### src/rtl/tile_msg_sequencer_if.sv
// Message/memory/result bundle between a tile_msg_sequencer and its environment.
// master: the sequencer side (drives memory reads, tile messages, results).
// slave : the environment side (weight memory, neuron tile, host control).
//   start, vmemInit          host -> sequencer
//   memRdEn, memAddr         sequencer -> weight memory
//   memData                  weight memory -> sequencer (1 cycle after memRdEn)
//   tileReady, spikeIn,
//   vmemIn                   tile -> sequencer
//   msgControl, msgData,
//   msgVmem                  sequencer -> tile
//   busy, done, spikeOut,
//   vmemResult               sequencer -> host
interface tile_msg_sequencer_if #(
   parameter int size_data     = 8,
   parameter int size_vmem     = 16,
   parameter int size_tile     = 4,
   parameter int size_control  = 4,
   parameter int num_input     = 31,
   parameter int size_counters = $clog2(num_input)
);
   logic                           start;
   logic [size_vmem*size_tile-1:0] vmemInit;
   logic                           memRdEn;
   logic [size_counters-1:0]       memAddr;
   logic [size_data*size_tile-1:0] memData;
   logic                           tileReady;
   logic [size_control-1:0]        msgControl;
   logic [size_data*size_tile-1:0] msgData;
   logic [size_vmem*size_tile-1:0] msgVmem;
   logic                           spikeIn;
   logic [size_vmem*size_tile-1:0] vmemIn;
   logic                           busy;
   logic                           done;
   logic                           spikeOut;
   logic [size_vmem*size_tile-1:0] vmemResult;

   modport master (
      input  start, vmemInit, memData, tileReady, spikeIn, vmemIn,
      output memRdEn, memAddr, msgControl, msgData, msgVmem,
             busy, done, spikeOut, vmemResult
   );

   modport slave (
      output start, vmemInit, memData, tileReady, spikeIn, vmemIn,
      input  memRdEn, memAddr, msgControl, msgData, msgVmem,
             busy, done, spikeOut, vmemResult
   );
endinterface

### src/rtl/tile_msg_sequencer.sv
// Host-side transmitter for one neuron tile. Sends RESET, SETUP, a stream of
// num_input weight words fetched from a synchronous weight memory, then
// FINISHED for finish_cycles cycles, and captures the tile's spike/Vmem result.
// Ports:
//   clk  - clock, rising edge
//   rst  - asynchronous active-high reset
//   bus  - tile_msg_sequencer_if.master (memory, tile message and result signals)
//
// state     | meaning
// ----------+-------------------------------------------------------------
// st_idle   | waiting for start, msgControl=STOP
// st_reset  | one cycle of RESET, loads msgVmem from vmemInit
// st_setup  | one cycle of SETUP, clears the issue counter
// st_stream | DATA; issues reads while tileReady and words remain
// st_finish | FINISHED for finish_cycles cycles, captures results on last
// st_done   | pulses done, returns to idle
module tile_msg_sequencer #(
   parameter int size_data     = 8,
   parameter int size_vmem     = 16,
   parameter int size_tile     = 4,
   parameter int size_control  = 4,
   parameter int num_input     = 31,
   parameter int size_counters = $clog2(num_input),
   parameter int finish_cycles = 3
) (
   input logic                   clk,
   input logic                   rst,
   tile_msg_sequencer_if.master  bus
);

   typedef enum logic [2:0] {
      st_idle,
      st_reset,
      st_setup,
      st_stream,
      st_finish,
      st_done
   } state_t;

   localparam logic [size_control-1:0] ctl_stop     = size_control'(0);
   localparam logic [size_control-1:0] ctl_reset    = size_control'(1);
   localparam logic [size_control-1:0] ctl_setup    = size_control'(2);
   localparam logic [size_control-1:0] ctl_data     = size_control'(6);
   localparam logic [size_control-1:0] ctl_finished = size_control'(8);

   localparam int fin_w = (finish_cycles > 1) ? $clog2(finish_cycles) : 1;
   // One extra bit so that num_input == 2**size_counters is representable.
   localparam logic [size_counters:0] num_k = (size_counters + 1)'(num_input);
   localparam logic [fin_w-1:0]       fin_load = fin_w'(finish_cycles - 1);

   state_t                         state, state_nxt;
   logic [size_counters:0]         k_cnt, k_nxt;
   logic [fin_w-1:0]               fin_cnt, fin_nxt;
   logic [size_control-1:0]        ctl_q, ctl_nxt;
   logic                           rd_en_q, rd_en_nxt;
   logic [size_counters-1:0]       addr_q, addr_nxt;
   logic [size_vmem*size_tile-1:0] vmem_q, vmem_nxt;
   logic                           busy_q, busy_nxt;
   logic                           done_q, done_nxt;
   logic                           capture;
   logic                           rd_valid;
   logic                           spike_q;
   logic [size_vmem*size_tile-1:0] result_q;

   always_ff @(posedge clk or posedge rst) begin
      if (rst) begin
         state    <= st_idle;
         k_cnt    <= '0;
         fin_cnt  <= '0;
         ctl_q    <= ctl_stop;
         rd_en_q  <= 1'b0;
         addr_q   <= '0;
         vmem_q   <= '0;
         busy_q   <= 1'b0;
         done_q   <= 1'b0;
         rd_valid <= 1'b0;
         spike_q  <= 1'b0;
         result_q <= '0;
      end else begin
         state    <= state_nxt;
         k_cnt    <= k_nxt;
         fin_cnt  <= fin_nxt;
         ctl_q    <= ctl_nxt;
         rd_en_q  <= rd_en_nxt;
         addr_q   <= addr_nxt;
         vmem_q   <= vmem_nxt;
         busy_q   <= busy_nxt;
         done_q   <= done_nxt;
         rd_valid <= rd_en_q;
         if (capture) begin
            spike_q  <= bus.spikeIn;
            result_q <= bus.vmemIn;
         end
      end
   end

   always_comb begin
      state_nxt = state;
      k_nxt     = k_cnt;
      fin_nxt   = fin_cnt;
      ctl_nxt   = ctl_stop;
      rd_en_nxt = 1'b0;
      addr_nxt  = addr_q;
      vmem_nxt  = vmem_q;
      busy_nxt  = 1'b1;
      done_nxt  = 1'b0;
      capture   = 1'b0;
      case (state)
         st_idle: begin
            busy_nxt = 1'b0;
            if (bus.start) state_nxt = st_reset;
         end
         st_reset: begin
            ctl_nxt   = ctl_reset;
            vmem_nxt  = bus.vmemInit;
            state_nxt = st_setup;
         end
         st_setup: begin
            ctl_nxt   = ctl_setup;
            k_nxt     = '0;
            state_nxt = st_stream;
         end
         st_stream: begin
            ctl_nxt = ctl_data;
            if (bus.tileReady && (k_cnt < num_k)) begin
               rd_en_nxt = 1'b1;
               addr_nxt  = k_cnt[size_counters-1:0];
               k_nxt     = k_cnt + 1'b1;
            end
            // The last read is in flight; DATA stays up one more cycle while
            // that word is presented, then FINISHED follows.
            if ((k_cnt == num_k) && rd_en_q) begin
               state_nxt = st_finish;
               fin_nxt   = fin_load;
            end
         end
         st_finish: begin
            ctl_nxt = ctl_finished;
            if (fin_cnt == '0) begin
               capture   = 1'b1;
               state_nxt = st_done;
            end else begin
               fin_nxt = fin_cnt - 1'b1;
            end
         end
         st_done: begin
            busy_nxt  = 1'b0;
            done_nxt  = 1'b1;
            state_nxt = st_idle;
         end
         default: state_nxt = st_idle;
      endcase
   end

   // The memory's output register is the pipeline stage for weight words, so
   // the word is forwarded in the cycle it arrives and zeroed otherwise.
   assign bus.msgData    = rd_valid ? bus.memData : '0;
   assign bus.memRdEn    = rd_en_q;
   assign bus.memAddr    = addr_q;
   assign bus.msgControl = ctl_q;
   assign bus.msgVmem    = vmem_q;
   assign bus.busy       = busy_q;
   assign bus.done       = done_q;
   assign bus.spikeOut   = spike_q;
   assign bus.vmemResult = result_q;

endmodule

### src/flat_wrapper.sv
// flat-port wrapper written by rule: the top's interface ports become plain ports
module tile_msg_sequencer_flat 
#(
   parameter int size_data     = 8,
   parameter int size_vmem     = 16,
   parameter int size_tile     = 4,
   parameter int size_control  = 4,
   parameter int num_input     = 31,
   parameter int size_counters = $clog2(num_input),
   parameter int finish_cycles = 3
)
  (clk, rst, bus_start, bus_vmemInit, bus_memData, bus_tileReady, bus_spikeIn, bus_vmemIn, bus_memRdEn, bus_memAddr, bus_msgControl, bus_msgData, bus_msgVmem, bus_busy, bus_done, bus_spikeOut, bus_vmemResult);
  tile_msg_sequencer_if #(.size_data(size_data), .size_vmem(size_vmem), .size_tile(size_tile), .size_control(size_control), .num_input(num_input), .size_counters(size_counters)) bus_i ();
  input logic clk;
  input logic rst;
  input wire logic [$bits(bus_i.start)-1:0] bus_start;
  input wire logic [$bits(bus_i.vmemInit)-1:0] bus_vmemInit;
  input wire logic [$bits(bus_i.memData)-1:0] bus_memData;
  input wire logic [$bits(bus_i.tileReady)-1:0] bus_tileReady;
  input wire logic [$bits(bus_i.spikeIn)-1:0] bus_spikeIn;
  input wire logic [$bits(bus_i.vmemIn)-1:0] bus_vmemIn;
  output wire logic [$bits(bus_i.memRdEn)-1:0] bus_memRdEn;
  output wire logic [$bits(bus_i.memAddr)-1:0] bus_memAddr;
  output wire logic [$bits(bus_i.msgControl)-1:0] bus_msgControl;
  output wire logic [$bits(bus_i.msgData)-1:0] bus_msgData;
  output wire logic [$bits(bus_i.msgVmem)-1:0] bus_msgVmem;
  output wire logic [$bits(bus_i.busy)-1:0] bus_busy;
  output wire logic [$bits(bus_i.done)-1:0] bus_done;
  output wire logic [$bits(bus_i.spikeOut)-1:0] bus_spikeOut;
  output wire logic [$bits(bus_i.vmemResult)-1:0] bus_vmemResult;
  assign bus_i.start = bus_start;
  assign bus_i.vmemInit = bus_vmemInit;
  assign bus_i.memData = bus_memData;
  assign bus_i.tileReady = bus_tileReady;
  assign bus_i.spikeIn = bus_spikeIn;
  assign bus_i.vmemIn = bus_vmemIn;
  assign bus_memRdEn = bus_i.memRdEn;
  assign bus_memAddr = bus_i.memAddr;
  assign bus_msgControl = bus_i.msgControl;
  assign bus_msgData = bus_i.msgData;
  assign bus_msgVmem = bus_i.msgVmem;
  assign bus_busy = bus_i.busy;
  assign bus_done = bus_i.done;
  assign bus_spikeOut = bus_i.spikeOut;
  assign bus_vmemResult = bus_i.vmemResult;
  tile_msg_sequencer #(.size_data(size_data), .size_vmem(size_vmem), .size_tile(size_tile), .size_control(size_control), .num_input(num_input), .size_counters(size_counters), .finish_cycles(finish_cycles)) u_core (.clk(clk), .rst(rst), .bus(bus_i));
endmodule
### config.mk
export PLATFORM = sky130hd
export DESIGN_NAME = tile_msg_sequencer_flat
export DESIGN_NICKNAME = d
export VERILOG_FILES = /design/src/rtl/tile_msg_sequencer_if.sv /design/src/rtl/tile_msg_sequencer.sv /design/src/flat_wrapper.sv
export SDC_FILE = /design/constraint.sdc
export NUM_CORES = 1
export LEC_CHECK = 0
export CAP_MARGIN = 20
export CORE_MARGIN = 3
export CORE_UTILIZATION = 36
export CTS_CLUSTER_SIZE = 14
export DETAILED_ROUTE_END_ITERATION = 8
export GPL_TIMING_DRIVEN = 0
export PLACE_DENSITY = 0.78
export SYNTH_ARGS = -nofsm -noshare
export SYNTH_HDL_FRONTEND = slang
export SYNTH_SLANG_ARGS = --single-unit
### constraint.sdc
create_clock -name clk -period 12.2 [get_ports clk]
set_input_delay 3.05 -clock clk [delete_from_list [all_inputs] [get_ports clk]]
set_output_delay 3.05 -clock clk [all_outputs]
set_load 0.01 [all_outputs]
Yosys cells after proc, flatten, opt, wreduce, memory -nomap -nowiden
Cells that the tools add are included.

Add/subtract/negate cells: 2. Multiply operators: 0. Div/mod/pow operators: 0. Magnitude comparators: 1. Eq/ne operators: 11. Shift operators: 0. Muxes and demuxes: 17. Bitwise logic cells: 0. Reduce and logical (&&, ||, !) cells: 11.

Operator list (count): 32-bit two-way mux (1); 4-bit case mux with 4 select lines (1); 3-bit case mux with 5 select lines (1); 6-bit case mux with 2 select lines (1); 3-bit two-way mux (3); 6-bit by 1-bit adder with 6-bit output (second input constant) (1); 3-bit by 2-bit == test with 1-bit output (second input constant) (2); 3-bit == test (second input constant) (2); 6-bit by 5-bit == test with 1-bit output (second input constant) (1); 6-bit by 5-bit < comparator with 1-bit output (second input constant) (1); 1-bit two-way mux (6); 6-bit two-way mux (1); 2-bit by 1-bit != test with 1-bit output (second input constant) (3); 3-bit AND reduction (2); 2-bit two-way mux (2); 2-bit != test (second input constant) (2); 2-bit case mux with 2 select lines (1); 2-bit AND reduction (2); 2-bit nonzero test (2); 3-bit by 1-bit == test with 1-bit output (second input constant) (1); 3-bit logical NOT (1); 1-bit logical AND (2); 2-bit logical NOT (1); 2-bit OR reduction (1); 2-bit by 1-bit subtractor with 2-bit output (second input constant) (1).

Bits in registers: 153. Bits in latches: 0. Memory bits (writable): 0. Bits in read-only memories: 0. Bits of input ports: 165. Output and inout bits: 173. Logic and storage cells: 54. Memories kept: 0.

Logic depth before layout (Yosys ltp)
Gate-level depths: netlist of run 1.

Depth after elaboration: 4. Mapped depth: 6. Depth with buffers taken out: 5.

Worst setup path after synthesis of run 1
OpenSTA, ideal clock, no wires.

Path type: input to output. Start point: input bus_memData[0]. End point: output bus_msgData[0]. Arrival time: 3215 ps. Data required time: 9150 ps. Setup slack: 5935 ps. Stages: 1. Path buffers: 0. Cells stage by stage: and2_1.

Word-level cells in the longest chain between the ends: 1.

RTL lines: start: declaration (line flat_wrapper.sv:18) `input wire logic [$bits(bus_i.memData)-1:0] bus_memData;`; 32-bit two-way mux (line tile_msg_sequencer.sv:157) `assign bus.msgData = rd_valid ? bus.memData : '0;`; end: declaration (line flat_wrapper.sv:25) `output wire logic [$bits(bus_i.msgData)-1:0] bus_msgData;`.

No other way between the ends.

Worst setup path in the final report of run 1
Start point: input bus_memData[6]. End point: output bus_msgData[6].

The elaborated chain is that of the path after synthesis.

==> flow_summary.ini, run 1 <==
[floorplan]
fp.coreArea_sq_um = 17360
fp.dieH_microns = 139.4
dieArea_sq_um = 19420
io_pins = 338
die_w_microns = 139.4
start_util_pct = 36.89
row_count = 48

[grt]
grt-ovfl-total = 0
antenna_found_initial = 0
grt_max_degree = 86
grt_pass1_wl_microns = 28300
grt_pass1_vias = 5091
track_usage_pct = 18.42

[sta]
fmax_mhz = 137.1
worst_pin_slew_ns = 0.7594
rsz0062_at_grt = no
skew_ns = 0.009349
fin_setup_tns_ns = 0
timing.final.crit_share_pct = 59.79
setup_ws_ns = 4.905
slew_violations = 0
setup_viol = 0
slew_headroom_pct = 49.37
fin_crit_ns = 7.295
finalHoldViolCount = 0

[clock_network]
clock-sinks = 153
numCtsBuffers = 17
cts_htree_levels = 4
clk_pin_slew_worst_paths_ns = 0.06
clkLatencyLatePin_ns = 0.41
post_cts_buffers = 0
cts-resized-gates = 0
cts_tree = yes
clock-root-buffer = clkbuf_16
cts.path.max_buffers = 2
cts_hold_buf = 0

[power]
leakagePower_nw = 4.594
power.density_nw_per_um2 = 177.2
ir_drop_mv = 0.1047
totalPowerFinal_w = 0.001893

[synth]
synth_top_area_cell = dfrtp_1
synthesis.area_per_instance_sq_um = 15.93
async_flop_share_pct = 100.0
yosysWarningCount = 0
syn_inst = 402
netlist.area_leader.share_pct = 59.80
yosysMostFrequentCell = dfrtp_1
synth_common_cells = 153 x dfrtp_1, 79 x mux2_2, 54 x mux2_4
syn_nets = 569
synth_seq_cells = 153
ys_seq_area_share_pct = 59.80
synth_flop_cell = dfrtp_1
synth_cell_types = 43
ys_top_cells_by_area = dfrtp_1 60%, mux2_2 14%, mux2_4 13%
synth_edf_count = 0
netlist_area_sq_um = 6402

[finish]
final_cells = 995
stdcell_area_sq_um = 10690
layout.nets = 926
drive_above_1_share_pct = 24.42
antenna_cells = 0
areaGrowthSynthToFinish_pct = 66.89

[drt]
route.detailed.drc = 0
initialDrtViolationCount = 203
drt_wl_total_microns = 17980
antenna_left = 0
via_per_inst = 4.625
vias = 4602
drt_first_pass_iters = 4
routedWlPerCell_microns = 18.07

[worst_setup_path]
cp_data_required_time_ns = 9.15
critical_path_class = in -> out
cp-start-kind = input pin
crit_path_end_kind = output pin
ff2ff_path_depth = 4
cp_max_fo = 1
regToRegSetupSlack_ns = 10.30
cp.arrival_ns = 4.24

[placed_design]
dp_slack_ns = 4.922
dp.cells = 965
post_dp_cell_area_sq_um = 10090
portBuffers = 337
place.gp.congestion = 0.9123
hpwl_microns = 13950

[job]
maxCapViolations = 0

[worst_hold_path]
hold_class = reg -> reg
holdPathStages = 0

[status]
status = complete, no violations
[path summary, 6_finish.rpt]
path / from / end
max: bus_memData[6] / bus_msgData[6]
min: u_core.bus.memRdEn$_DFF_PP0_ / u_core.rd_valid$_DFF_PP0_
max reg2reg: u_core.k_cnt[0]$_DFFE_PP0P_ / u_core.state[0]$_DFFE_PP0P_
min reg2reg: u_core.bus.memRdEn$_DFF_PP0_ / u_core.rd_valid$_DFF_PP0_
max in group asynchronous: rst / u_core.bus.vmemResult[52]$_DFFE_PP0P_
min in group asynchronous: rst / u_core.bus.vmemResult[32]$_DFFE_PP0P_
[layout by cell type, fill, tap and decap left out, types with 3 or more instances in the layout]
cell type        count
o21ai_0              3
buf_2                3
a31oi_1              3
clkbuf_8             4
and2_1              32
clkdlybuf4s50_1    337
buf_12               6
buf_6                3
mux2_2              79
nor2_1               3
inv_6                3
inv_1                6
mux2_4              54
clkbuf_16           17
clkbuf_1             5
nand2b_1             4
nand2_1              4
dfrtp_1            153
buf_4                7
[sequential cells by signal (all words and copies together), names as in the netlist]
register	flops
u_core.rd_valid	1
u_core.bus.done	1
u_core.bus.memAddr	5
u_core.state	3
u_core.bus.msgVmem	64
u_core.k_cnt	6
u_core.fin_cnt	2
u_core.bus.msgControl	4
u_core.bus.spikeOut	1
u_core.bus.busy	1
u_core.bus.memRdEn	1
u_core.bus.vmemResult	64
[power by group]
part           switching [W]  internal [W]
registers          0.0000800      0.000639
logic               0.000233      0.000414
clock network       0.000205      0.000322
total               0.000518       0.00138
[area by class of cell]
class                      count  area (sq um)
multi-input combinational    218          2307
tap                          225         281.5
sequential                   153          3829
clock buffer                  21         480.5
inverter                       7         31.28
timing repair buffer         338          3401
buffer                        24         240.2
fill                        1299          6671
clock inverter                 9         115.1
[metrics by stage]
| stage | hold slack, ns | util, % |
|---|---|---|
| after global routing | 0.4213 | 61.56 |
| after detailed placement | 0.3887 | 58.13 |
| after CTS | 0.4001 | 61.56 |
| after global placement | 0.3855 | 57.94 |
| final | 0.3935 | 61.56 |
| after floorplan | 0.4241 | - |
[layer usage]
metal / vias to the layer above / global-route usage (%) / wire (microns)
met3: 27 / 6.117 / 1324
met1: 2255 / 21.84 / 7194
met4: 0 / 6.076 / 331
li1: 2119 / - / -
met2: 201 / 31.60 / 9127
met5: - / 0 / 0
[worst max-delay path: stages]
cell             delay, ns
clkdlybuf4s50_1       0.50
and2_1                0.15
clkdlybuf4s50_1       0.55
[cells by family after synthesis]
family / count (synthesis) / synth area share (%)
fa+ha+maj: 2 / 0.3908
compound gates: 18 / 2.091
simple gates: 62 / 6.566
buf+inv: 31 / 4.163
mux: 134 / 26.71
flops: 153 / 59.80
xor+xnor: 2 / 0.2736
No activity file was read; power rests on OpenSTA's default activity.
==> run 2, diff against run 1 <==
--- a/config.mk
+++ b/config.mk
@@ -11,7 +11,7 @@
 export CTS_CLUSTER_SIZE = 14
 export DETAILED_ROUTE_END_ITERATION = 8
 export GPL_TIMING_DRIVEN = 0
-export PLACE_DENSITY = 0.78
+export PLACE_DENSITY = 0.81
 export SYNTH_ARGS = -nofsm -noshare
 export SYNTH_HDL_FRONTEND = slang
 export SYNTH_SLANG_ARGS = --single-unit
==> constraint.sdc (replaced) <==
create_clock -name clk -period 6.6 [get_ports clk]
set_input_delay 1.65 -clock clk [delete_from_list [all_inputs] [get_ports clk]]
set_output_delay 1.65 -clock clk [all_outputs]
set_load 0.01 [all_outputs]
==> run 2 against run 1 <==
Net effect: combinational power grew 84%; count of clock-buffer cells in the layout shrank 2; sequential power grew 85%; first-iteration DRC count shrank 43%; global-route usage grew 0.29 points; hold slack gained 0.044 ns; via count grew 0.74%; utilization grew 0.28 points; critical path depth is the same; setup slack lost 2.8 ns; clock skew is essentially flat; largest power group unchanged.
==> flow_summary.ini, run 2 (synthesized netlist as in run 1, its figures left out) <==
[status]
status = complete, no violations

[finish]
final_common_cell = clkdlybuf4s50_1
layout.nets = 926
layout_common_cells = 337 x clkdlybuf4s50_1, 153 x dfrtp_1, 79 x mux2_2
areaGrowthSynthToFinish_pct = 67.66
utilization_pct = 61.84
antenna_cells = 0
drive_above_1_share_pct = 24.61

[grt]
grt_pass1_wl_microns = 29100
track_usage_pct = 18.71
grt-ovfl-total = 0
antenna_found_initial = 0
grt_max_degree = 80
grt_pass1_vias = 5428

[floorplan]
row_count = 48
die_w_microns = 139.4
start_util_pct = 36.89
io_pins = 338
fp.coreArea_sq_um = 17360
fp.dieH_microns = 139.4
dieArea_sq_um = 19420

[power]
ir_drop_mv = 0.2209
power.density_nw_per_um2 = 332.5
leakagePower_nw = 4.624

[drt]
drt_wl_total_microns = 17870
antenna_left = 0
vias = 4636
routedWlPerCell_microns = 17.93
route.detailed.drc = 0
drt_first_pass_iters = 4
initialDrtViolationCount = 115
via_per_inst = 4.650

[sta]
skew_ns = 0.009823
fin_crit_ns = 4.482
worst_pin_slew_ns = 0.6765
finalHoldViolCount = 0
slew_headroom_pct = 54.90
fmax_mhz = 223.1
slew_violations = 0
setup_viol = 0
timing.final.crit_share_pct = 67.91
rsz0062_at_grt = no
whs_ns = 0.4373

[clock_network]
cts_hold_buf = 0
cts_tree = yes
clk_pin_slew_worst_paths_ns = 0.06
cts_htree_levels = 4
clkLatencyLatePin_ns = 0.41
post_cts_buffers = 0
clock-sinks = 153
numCtsBuffers = 17
cts-resized-gates = 0
cts.path.max_buffers = 2
clock-root-buffer = clkbuf_16

[worst_hold_path]
hold_class = reg -> reg

[placed_design]
hpwl_microns = 13790
portBuffers = 337
place.gp.congestion = 0.9056

[worst_setup_path]
cp_data_required_time_ns = 4.95
cp.arrival_ns = 2.83
cp_max_fo = 1
cp-start-kind = input pin
critical_path_class = in -> out
crit_path_end_kind = output pin

[job]
maxCapViolations = 0
## run 2: cell count changes in the layout (fill, tap and decap cells not counted)
cell        change
bufinv_16       +2
clkinv_4        +3
clkinv_2        +1
clkinvlp_4      -2
clkbuf_8        -2
## run 2: layout make-up
cell class,instances,area [sq um]
plain buffers,24,240.2
clock buffers,19,452.9
clock inverters,13,191.4
fillers,1291,6623
inverters,7,31.28
multi-input cells,218,2307
flip-flops and latches,153,3829
well taps,225,281.5
repair buffers,338,3401
## run 2: worst paths after layout
kind,start,to,slack [ns],depth (start not counted)
worst max-delay path,bus_memData[15],bus_msgData[15],2.12,3
worst min-delay path,u_core.bus.memRdEn$_DFF_PP0_,u_core.rd_valid$_DFF_PP0_,0.44,0
worst max register to register,u_core.k_cnt[0]$_DFFE_PP0P_,u_core.fin_cnt[1]$_DFFE_PP0P_,4.65,4
worst min register to register,u_core.bus.memRdEn$_DFF_PP0_,u_core.rd_valid$_DFF_PP0_,0.44,0
max in group asynchronous,rst,u_core.bus.msgVmem[55]$_DFFE_PP0P_,4.04,3
min in group asynchronous,rst,u_core.bus.vmemResult[5]$_DFFE_PP0P_,1.74,2
## run 2: worst max-delay path, cell delays in order
cell             delay [ns]
clkdlybuf4s50_1        0.50
and2_1                 0.13
clkdlybuf4s50_1        0.55
## run 2: power by group
part	switching [W]	total [W]	leakage [nW]	internal (W)
clock network	0.000386	0.00104	0.318	0.000657
logic	0.000429	0.00119	2.36	0.000765
registers	0.000150	0.00133	1.94	0.00118
total	0.000966	0.00357	4.62	0.00260
## run 2: metrics by stage
step	std cells	setup TNS, ns	instance area, sq um	setup WS [ns]	power, W
after CTS	997	0	10730	2.107	0.003617
after floorplan	402	0	6402	0.8286	0.001808
final	997	0	10730	2.118	0.003569
after detailed placement	965	0	10090	2.115	0.002550
after global placement	964	-147.34	10060	-0.9754	0.002502
after global routing	997	0	10730	2.071	0.003762
## run 2: per-layer routing
| metal | vias to the layer above | share of wire (%) | GRT usage [%] |
|---|---|---|---|
| met5 | - | 0 | 0 |
| li1 | 2125 | - | - |
| met2 | 207 | 52 | 33.05 |
| met4 | 0 | 2.1 | 6.282 |
| met1 | 2277 | 38 | 21.51 |
| met3 | 27 | 7.3 | 5.876 |
==> run 3, diff against run 2 <==
--- a/config.mk
+++ b/config.mk
@@ -11,7 +11,7 @@
 export CTS_CLUSTER_SIZE = 14
 export DETAILED_ROUTE_END_ITERATION = 8
 export GPL_TIMING_DRIVEN = 0
-export PLACE_DENSITY = 0.81
+export PLACE_DENSITY = 0.78
 export SYNTH_ARGS = -nofsm -noshare
 export SYNTH_HDL_FRONTEND = slang
 export SYNTH_SLANG_ARGS = --single-unit
==> constraint.sdc (replaced) <==
create_clock -name clk -period 4.25 [get_ports clk]
set_input_delay 1.0625 -clock clk [delete_from_list [all_inputs] [get_ports clk]]
set_output_delay 1.0625 -clock clk [all_outputs]
set_load 0.01 [all_outputs]
==> run 3 against run 2 <==
Net effect: global-route usage shrank 0.50 points; sequential power up 54%; sequential share of layout area about the same; largest power group unchanged; utilization barely moved; die area did not move.
==> flow_summary.ini, run 3 (synthesized netlist as in run 1, its figures left out) <==
[status]
status = complete, no violations

[clock_network]
clock-root-buffer = clkbuf_16
cts_htree_levels = 4
cts_tree = yes
cts.path.max_buffers = 2
clock-sinks = 153
clk_pin_slew_worst_paths_ns = 0.07
post_cts_buffers = 0
cts_hold_buf = 0
cts-resized-gates = 0
clkLatencyLatePin_ns = 0.43
numCtsBuffers = 17

[worst_setup_path]
cp.arrival_ns = 2.21
worstPathCellList = clkdlybuf4s50_1 > and2_1 > clkdlybuf4s50_1
max_stage_delay_ns = 0.54
critPathBufInv = 2
crit_family = buffers and inverters
crit_path_end_kind = output pin
cp-start-kind = input pin
cp_data_required_time_ns = 3.19
crit_path_top_delay_cell = clkdlybuf4s50_1
cp_max_fo = 1
critical_path_class = in -> out
crit_top_cell = clkdlybuf4s50_1

[finish]
final_cells = 999
layout.nets = 928
antenna_cells = 0
stdcell_area_sq_um = 10740
drive_above_1_share_pct = 24.81
utilization_pct = 61.86
areaGrowthSynthToFinish_pct = 67.70
layout_common_cells = 337 x clkdlybuf4s50_1, 153 x dfrtp_1, 79 x mux2_2
final_common_cell = clkdlybuf4s50_1

[placed_design]
portBuffers = 337
hpwl_microns = 13640
place.gp.congestion = 0.8555
dp.cells = 967
post_dp_cell_area_sq_um = 10120

[drt]
antenna_left = 0
drt_first_pass_iters = 4
drt_wl_total_microns = 17570
vias = 4637
initialDrtViolationCount = 207
route.detailed.drc = 0
routedWlPerCell_microns = 17.59
via_per_inst = 4.642

[sta]
worst_pin_slew_ns = 0.5686
whs_ns = 0.4367
slew_violations = 0
finalHoldViolCount = 0
fmax_mhz = 305.6
slew_headroom_pct = 62.01
fin_crit_ns = 3.273
fin_setup_tns_ns = 0
skew_ns = 0.01511
rsz0062_at_grt = no
setup_viol = 0
timing.final.crit_share_pct = 77.00

[power]
seqPwrFrac_pct = 37.5
leakagePower_nw = 4.619
power_frac_comb_pct = 34.4
power_switching_w = 0.001585
swShare_pct = 28.97
power.density_nw_per_um2 = 509.7
intPower_w = 0.003887
pwr-share-clk_pct = 28.1
ir_drop_mv = 0.3195

[grt]
track_usage_pct = 18.20
grt_pass1_vias = 5131
grt_max_degree = 46
grt-ovfl-total = 0
antenna_found_initial = 0
grt_pass1_wl_microns = 27980

[floorplan]
row_count = 48
start_util_pct = 36.89
fp.coreArea_sq_um = 17360
fp.dieH_microns = 139.4
die_w_microns = 139.4
dieArea_sq_um = 19420
io_pins = 338

[worst_hold_path]
hold_class = reg -> reg

[job]
maxCapViolations = 0
-- run 3: power groups by stage --
stage                     sequential [W]  combinational, W  clock (W)
after floorplan                  0.00222          0.000590          0
after global placement           0.00206           0.00184          0
after detailed placement         0.00208           0.00190          0
after CTS                        0.00206           0.00191    0.00159
after global routing             0.00211           0.00200    0.00166
final                            0.00205           0.00188    0.00154
-- run 3: worst paths after layout --
| check | start | to | slack [ns] | depth (start not counted) |
|---|---|---|---|---|
| setup / recovery | bus_memData[7] | bus_msgData[7] | 0.98 | 3 |
| hold / removal | u_core.bus.memRdEn$_DFF_PP0_ | u_core.rd_valid$_DFF_PP0_ | 0.44 | 0 |
| setup reg to reg | u_core.k_cnt[0]$_DFFE_PP0P_ | u_core.state[0]$_DFFE_PP0P_ | 2.30 | 4 |
| hold reg to reg | u_core.bus.memRdEn$_DFF_PP0_ | u_core.rd_valid$_DFF_PP0_ | 0.44 | 0 |
| max in group asynchronous | rst | u_core.bus.vmemResult[45]$_DFFE_PP0P_ | 2.34 | 4 |
| min in group asynchronous | rst | u_core.bus.vmemResult[36]$_DFFE_PP0P_ | 1.04 | 2 |
-- run 3: cell type report --
cell class	count	area [sq um]
Inverter	7	30.03
Tap cell	225	281.5
Multi-Input combinational cell	218	2307
Clock buffer	18	439.2
Fill cell	1291	6620
Clock inverter	14	176.4
Sequential cell	153	3829
Timing Repair Buffer	340	3433
Buffer	24	240.2
-- run 3: worst reg2reg max path, cell delays in order (launching register included) --
cell	delay [ns]
dfrtp_1	0.46
ha_1	0.28
nand4_1	0.27
nor3b_1	0.57
o21ai_0	0.21
-- run 3: per-layer routing --
layer	GRT usage [%]	wire (microns)	up-vias
li1	-	-	2128
met1	21.26	6931	2273
met2	30.87	8911	210
met3	6.357	1342	26
met4	7.003	385	0
met5	0	0	-
-- run 3: per-stage QoR --
step           power [W]  worst slack (ns)
4_1_cts         0.005552            0.9737
6_report        0.005472            0.9773
5_1_grt         0.005766            0.9225
3_3_place_gp    0.003894            0.1156
3_5_place_dp    0.003976            0.9737
2_1_floorplan   0.002808             1.257
